File: src/rtl/cell_plot_writer.sv
// Buffers (x, y, alive) cell updates in a FIFO and expands each into CELL_SIZE x CELL_SIZE pixel writes.
// Optional build macro CLEAR_ON_RESET_EN: paint every pixel DEAD_COLOUR after reset before drawing cells.
module cell_plot_writer #(
    parameter int unsigned FIFO_DEPTH   = 16,
    parameter int unsigned CELL_SIZE    = 1,
    parameter logic [2:0]  ALIVE_COLOUR = 3'b111,
    parameter logic [2:0]  DEAD_COLOUR  = 3'b000,
    parameter int unsigned SCR_W        = 160,
    parameter int unsigned SCR_H        = 120
) (
    input  logic       clock,
    input  logic       reset_n,
    input  logic       in_valid,
    output logic       in_ready,
    input  logic [7:0] in_x,
    input  logic [6:0] in_y,
    input  logic       in_alive,
    output logic [7:0] x,
    output logic [6:0] y,
    output logic [2:0] colour,
    output logic       plot,
    output logic       busy,
    output logic [7:0] drop_count
);

    localparam int unsigned PTR_W = $clog2(FIFO_DEPTH);
    localparam int unsigned CNT_W = PTR_W + 1;
    localparam int unsigned SHIFT = (CELL_SIZE == 4) ? 2 : (CELL_SIZE == 2) ? 1 : 0;
    localparam logic [2:0]  CS_LAST = 3'(CELL_SIZE - 1);

`ifdef CLEAR_ON_RESET_EN
    typedef enum logic [1:0] {S_IDLE, S_PLOT, S_CLEAR} state_t;
    localparam state_t RESET_STATE = S_CLEAR;
`else
    typedef enum logic [1:0] {S_IDLE, S_PLOT} state_t;
    localparam state_t RESET_STATE = S_IDLE;
`endif

    state_t state, state_next;

    logic [15:0]      mem [FIFO_DEPTH];
    logic [PTR_W-1:0] wr_ptr, rd_ptr;
    logic [CNT_W-1:0] count;
    logic             push, pop, load, drop;

    logic [15:0] head;
    logic [10:0] hpx, hpy;
    logic        in_range;

    logic [7:0] px;
    logic [6:0] py;
    logic [2:0] col;
    logic [2:0] dx, dy;

`ifdef CLEAR_ON_RESET_EN
    logic [7:0] cx;
    logic [6:0] cy;
`endif

    assign in_ready = (count != CNT_W'(FIFO_DEPTH));
    assign push     = in_valid & in_ready;
    assign busy     = (count != '0) || (state != S_IDLE);

    always_ff @(posedge clock) begin
        if (push) mem[wr_ptr] <= {in_x, in_y, in_alive};
    end

    always_ff @(posedge clock) begin
        if (!reset_n) begin
            wr_ptr <= '0;
            rd_ptr <= '0;
            count  <= '0;
        end else begin
            if (push) wr_ptr <= wr_ptr + 1'b1;
            if (pop)  rd_ptr <= rd_ptr + 1'b1;
            case ({push, pop})
                2'b10:   count <= count + 1'b1;
                2'b01:   count <= count - 1'b1;
                default: count <= count;
            endcase
        end
    end

    // Bounds are checked on 11-bit scaled coordinates so large in_x/in_y cannot wrap into range.
    assign head     = mem[rd_ptr];
    assign hpx      = 11'(head[15:8]) << SHIFT;
    assign hpy      = 11'(head[7:1]) << SHIFT;
    assign in_range = ((hpx + 11'(CELL_SIZE)) <= 11'(SCR_W)) &&
                      ((hpy + 11'(CELL_SIZE)) <= 11'(SCR_H));

    always_comb begin
        state_next = state;
        pop        = 1'b0;
        load       = 1'b0;
        drop       = 1'b0;
        case (state)
            S_IDLE: begin
                if (count != '0) begin
                    pop = 1'b1;
                    if (in_range) begin
                        load       = 1'b1;
                        state_next = S_PLOT;
                    end else begin
                        drop = 1'b1;
                    end
                end
            end
            S_PLOT: begin
                if (dx == CS_LAST && dy == CS_LAST) state_next = S_IDLE;
            end
`ifdef CLEAR_ON_RESET_EN
            S_CLEAR: begin
                if (cx == 8'(SCR_W - 1) && cy == 7'(SCR_H - 1)) state_next = S_IDLE;
            end
`endif
            default: state_next = S_IDLE;
        endcase
    end

    always_ff @(posedge clock) begin
        if (!reset_n) begin
            state      <= RESET_STATE;
            px         <= '0;
            py         <= '0;
            col        <= '0;
            dx         <= '0;
            dy         <= '0;
            x          <= '0;
            y          <= '0;
            colour     <= '0;
            plot       <= 1'b0;
            drop_count <= '0;
`ifdef CLEAR_ON_RESET_EN
            cx         <= '0;
            cy         <= '0;
`endif
        end else begin
            state <= state_next;
            plot  <= 1'b0;
            if (load) begin
                px  <= hpx[7:0];
                py  <= hpy[6:0];
                col <= head[0] ? ALIVE_COLOUR : DEAD_COLOUR;
                dx  <= '0;
                dy  <= '0;
            end
            if (drop && drop_count != 8'hFF) drop_count <= drop_count + 1'b1;
            if (state == S_PLOT) begin
                plot   <= 1'b1;
                x      <= px + {5'b0, dx};
                y      <= py + {4'b0, dy};
                colour <= col;
                if (dx == CS_LAST) begin
                    dx <= '0;
                    dy <= dy + 1'b1;
                end else begin
                    dx <= dx + 1'b1;
                end
            end
`ifdef CLEAR_ON_RESET_EN
            if (state == S_CLEAR) begin
                plot   <= 1'b1;
                x      <= cx;
                y      <= cy;
                colour <= DEAD_COLOUR;
                if (cx == 8'(SCR_W - 1)) begin
                    cx <= '0;
                    cy <= cy + 1'b1;
                end else begin
                    cx <= cx + 1'b1;
                end
            end
`endif
        end
    end

endmodule

File: config.mk
export PLATFORM = sky130hd
export DESIGN_NAME = cell_plot_writer
export DESIGN_NICKNAME = d
export VERILOG_FILES = /design/src/rtl/cell_plot_writer.sv
export SDC_FILE = /design/constraint.sdc
export NUM_CORES = 1
export LEC_CHECK = 0
export CAP_MARGIN = 0
export CORE_ASPECT_RATIO = 1.1
export CORE_UTILIZATION = 50
export DETAILED_ROUTE_END_ITERATION = 6
export PLACE_DENSITY_LB_ADDON = 0.1
export SYNTH_ARGS = -nofsm -noshare
export SYNTH_HDL_FRONTEND = slang
export SYNTH_SLANG_ARGS = --single-unit
export TNS_END_PERCENT = 5
File: constraint.sdc
create_clock -name clock -period 4.82 [get_ports clock]
set_input_delay 0.723 -clock clock [delete_from_list [all_inputs] [get_ports clock]]
set_output_delay 0.723 -clock clock [all_outputs]
set_load 0.05 [all_outputs]
# [Word-level counts from Yosys, hierarchy flattened]
# Memory sizes are Yosys's and may differ from the RTL's. A register that Yosys moved wholly into a read port is not among the register bits.
# Cells that the tools add are included.
[totals] inputBits=19 ff_bits=66 out_inout_bits=29 mem_count=1 mem_bits_rw=256 wordCells=74
[op_classes] n_bitwise=1 n_addsub=11 eq_ne=8 reduce_logical=12 n_lt_le_gt_ge=2 mux=25
[memory_table] name="mem" depth=16 word_bits=16 read_ports=1 rd_clocked_by_memory_dff=1 wr=1 line_no="41" rtl="logic [15:0] mem [FIFO_DEPTH];"
[op_table] cell="2-to-1 mux 3 bit" count=7
[op_table] cell="2-to-1 mux 1 bit" count=11
[op_table] cell="one-hot mux 5 bit (2 select lines)" count=1
[op_table] cell="adder 8 x 1 -> 9 bit, second input constant" count=1
[op_table] cell="less-or-equal comparator 9 x 8 -> 1 bit, second input constant" count=1
[op_table] cell="adder 4 x 1 -> 4 bit, second input constant" count=2
[op_table] cell="adder 7 x 1 -> 8 bit, second input constant" count=1
[op_table] cell="adder 8 x 1 -> 8 bit, second input constant" count=1
[op_table] cell="adder 8 x 3 -> 8 bit" count=1
[op_table] cell="less-or-equal comparator 8 x 7 -> 1 bit, second input constant" count=1
[op_table] cell="2-to-1 mux 4 bit" count=2
[op_table] cell="!= test 8 bit, second input constant" count=1
[op_table] cell="adder 7 x 3 -> 7 bit" count=1
[op_table] cell="adder 3 x 1 -> 3 bit, second input constant" count=2
[op_table] cell="logical NOT 3 bit" count=2
[op_table] cell="2-to-1 mux 2 bit" count=3
[op_table] cell="!= test 2 bit, second input constant" count=3
[op_table] cell="nonzero test 2 bit" count=3
[op_table] cell="adder 5 x 1 -> 5 bit, second input constant" count=1
[op_table] cell="!= test 5 bit, second input constant" count=1
[op_table] cell="nonzero test 5 bit" count=1
[op_table] cell="subtractor 5 x 1 -> 5 bit, second input constant" count=1
[op_table] cell="equality test 2 x 1 -> 1 bit, second input constant" count=2
[op_table] cell="one-hot mux 2 bit (2 select lines)" count=1
[op_table] cell="other kinds (6)" count=8

# [Logic depth before layout (Yosys ltp)]
[logic_depth] ltp_word=9 ltp_mapped=14 mapped_depth_nobuf=13

# [Worst setup path before layout]
# No wires, ideal clock.
[synth_timing] path_type="reg-to-reg" from="register count[2]" to="register count[4]" setup_slack_ps=1809 stages_incl_launch_ff=15 t_arrival_ps=2936 required_time_ps=4744 setup_ps=76 path_buffers=1 period_less_slack_ps=3011 cell_sequence="dfxtp_1 -> nor4_1 -> nand2_1 -> and2_1 -> clkbuf_1 -> inv_1 -> ha_1 -> inv_1 -> fa_1 -> inv_1 -> a21o_1 -> a21oi_1 -> xnor2_1 -> or3_1 -> a21boi_0"
[synth_via] elab_cells_between_ends=11 classes_between="add/sub (2); eq/ne (3); mux (3); bitwise (1); reduce/logical (2)"
[synth_lines] element="start: declaration" line_no="43" rtl="logic [CNT_W-1:0] count;"
[synth_lines] element="start signal: assignment" line_no="77" rtl="2'b10: count <= count + 1'b1;"
[synth_lines] element="start signal: assignment" line_no="78" rtl="2'b01: count <= count - 1'b1;"
[synth_lines] element="start signal: assignment" line_no="79" rtl="default: count <= count;"
[synth_lines] element="!= test 5 bit *" line_no="60" rtl="assign in_ready = (count != CNT_W'(FIFO_DEPTH));"
[synth_lines] element="named net in_ready" line_no="14" rtl="output logic in_ready,"
[synth_lines] element="bitwise AND 1 bit *" line_no="61" rtl="assign push = in_valid & in_ready;"
[synth_lines] element="equality test 2 x 1 -> 1 bit / equality test 2 bit (equally long branches)" line_no="76" rtl="case ({push, pop})"
[synth_lines] element="one-hot mux 5 bit (2 select lines) / nonzero test 2 bit (equally long branches)"
# The timed path passes the listed nets; every way through them passes the cells marked *.
# A chain may end at the register's enable or synchronous reset.

==> flow_summary.ini <==
[outcome]
status = complete, no violations

[worst_setup_path]
required_ns = 5.22
r2r_end = dy[1]
r2r_slack_ns = 1.21
reg2regPathDepth = 7
arrival_ns = 4.01
worstSetupPathType = flop to flop
end_kind = flop
critPathMaxFanout = 37
critPathLaunchType = flop
endpoint = dy[1]

[global_route]
globalRouteOverflowTotal = 0
grt_pass1_vias = 6879
grt.total_usage_pct = 20.3
grt_max_degree = 59
antenna_found_initial = 0
grt_pass1_wl_microns = 40000

[logic_synthesis]
yosys_warnings = 0
syn_nets = 794
synth_seq_area_share_pct = 68.8
ys_top_cells_by_count = 256 x edfxtp_1, 69 x nand2_1, 65 x dfxtp_1, 59 x mux4_2, 37 x mux2i_1
synth-seq-cells = 321
yosysTopAreaCellShare_pct = 58.9
syn-mean-instance-area_sq_um = 17.4
synth_area_sq_um = 13100
syn-instance-count = 752
synthTopCellsByArea = edfxtp_1 59%, mux4_2 10%, dfxtp_1 10%
async_flop_share_pct = 0
synth_top_area_cell = edfxtp_1
synth_edf_count = 256
yosysMostFrequentCell = edfxtp_1
synth_cell_types = 57
synth_flop_cell = edfxtp_1

[floorplanning]
ios = 48
core_area_sq_um = 25500
die_area_sq_um = 26800
initial_utilization_pct = 51.2
die_w_microns = 156
core.rowCount = 61
die_h_microns = 171

[power_and_ir_drop]
ir_drop_uv = 312
power.density_nw_per_um2 = 517
power.total_uw = 7740
p_leak_uw = 0.00509

[placement]
place.detailed.hpwl_microns = 15900
gp_congestion = 0.759
placed_area_sq_um = 13900
io_buffers = 47
post-place-ws_ns = 1.18

[routing]
vias_per_cell = 5.70
wl_per_cell_microns = 22.0
drc = 0
antenna_left = 0
drtPass1Iterations = 5
drt_iter0_drc = 529
routed_wirelength_microns = 26100
vias = 6754

[timing]
worstMarginPinSlew_ns = 1.05
rsz0062_at_grt = false
setup_violations = 0
period_minus_slack_ns = 3.61
finalMaxSlewViolations = 0
fmax_ghz = 0.277
hold_viol = 0
fin_ws_ns = 1.21
maxSlewHeadroom_pct = 29.8
fin_setup_tns_ns = 0
skew_ns = 0.0119
finalCritPeriodShare_pct = 75.0
hold_ws_ns = 0.478

[clocking]
clk_pin_slew_ns = 0.06
htree_levels = 2
cts.sinks = 321
cts_buffers = 34
ctsRootBufferMaster = clkbuf_16
clk_latency_ns = 0.51
cts_buffer_depth = 3
ctsHoldBuffers = 0
cts_tree = yes
ctsResizeCount = 0
cts_setup_buffers = 0

[final_layout]
syn_to_final_growth_pct = 14.6
fin_area_sq_um = 15000
seq_area_sq_um = 8990
multiInputGateArea_sq_um = 3780
fillers = 1967
drive_gt1_share_pct = 17.0
num_antenna_cells = 0
fin_nets = 858

[hold_path]
worstHoldPathType = flop to flop

[run]
maxCapViolations = 0
## worst max-delay path, cell delays in order, from the launching register on
cell	delay (ns)
dfxtp_2	0.96
buf_4	0.50
mux4_1	0.35
a22oi_1	0.27
o2111ai_2	0.21
a21oi_4	0.40
nand2_2	0.41
a41o_1	0.36
## through the flow
| step | util, % | cells |
|---|---|---|
| detailed placement | 54.5 | 1126 |
| finish | 58.7 | 1185 |
| global placement | 54.5 | 1126 |
| global route | 58.7 | 1185 |
| CTS | 58.7 | 1185 |
| floorplan | - | 752 |
## routing by layer
layer	share of wire [%]	vias up	global-route usage [%]	wire length, microns
met1	44	3473	27.9	11300
li1	-	3057	-	-
met4	2.5	0	6.35	648
met5	0	-	0	0
met2	49	175	33.3	12600
met3	5.5	49	3.43	1420
## cell usage in the layout, fill, tap and decap left out, types with 3 or more instances in the layout
| master | instances |
|---|---|
| nor2_1 | 20 |
| clkbuf_1 | 6 |
| ha_1 | 20 |
| edfxtp_1 | 256 |
| mux4_1 | 10 |
| a21o_1 | 5 |
| fa_1 | 3 |
| o21ai_0 | 9 |
| nor3_2 | 4 |
| clkinv_1 | 6 |
| clkdlybuf4s50_1 | 46 |
| nand3_1 | 7 |
| nand2b_1 | 7 |
| nor3b_1 | 3 |
| mux2i_1 | 37 |
| a22oi_1 | 10 |
| and3_1 | 4 |
| mux4_2 | 59 |
| xnor2_1 | 13 |
| clkbuf_16 | 35 |
| dfxtp_1 | 63 |
| a21boi_1 | 3 |
| a21oi_1 | 5 |
| o211a_1 | 9 |
| nand2_1 | 69 |
| nand4_1 | 3 |
| nor2b_1 | 16 |
| buf_4 | 22 |
| clkinv_2 | 5 |
| o31ai_1 | 3 |
| xor2_1 | 8 |
| and2_1 | 14 |
| inv_1 | 17 |
| bufinv_16 | 3 |
## layout make-up
| class | instances | share of cell area, % |
|---|---|---|
| inverter | 17 | 0.427 |
| sequential | 321 | 60.1 |
| tap | 346 | 2.89 |
| clock buffer | 41 | 6.00 |
| timing repair buffer | 69 | 4.22 |
| multi-input combinational | 373 | 25.2 |
| clock inverter | 18 | 1.10 |
## worst min-delay path by stage
stage,startpoint,endpoint,depth (start not counted)
after floorplan,col[1],col[1],2
after global placement,py[0],py[0],2
after detailed placement,x[5],x[5],1
after CTS,py[0],py[0],2
after global routing,x[1],x[1],1
final,py[0],py[0],2
## registers in the layout (all words and copies together), names as in the netlist, 5 cells and up, named ones only
| register | flops |
|---|---|
| mem | 256 |
| drop_count | 8 |
| px | 8 |
| x | 8 |
| py | 7 |
| y | 7 |
| count | 5 |
## power by group
part / leakage (uW) / switching, uW / total (uW) / internal, uW
combinational: 0.00174 / 943 / 1800 / 860
sequential: 0.00284 / 244 / 3430 / 3190
clock: 0.000515 / 1020 / 2500 / 1490
total: 0.00509 / 2210 / 7740 / 5530
## cell families (layout without fill, tap and decap cells)
logic type,Yosys count,count (layout),synth area share (%)
flip-flops,321,321,68.8
multiplexers,107,107,15.1
AND/OR/NAND/NOR,161,161,6.10
XOR/XNOR,21,21,1.41
buffers and inverters,58,145,2.40
AO/OA/AOI/OAI,61,61,3.78
adder cells (fa/ha/maj),23,23,2.38
No activity file was read; power rests on OpenSTA's default activity.
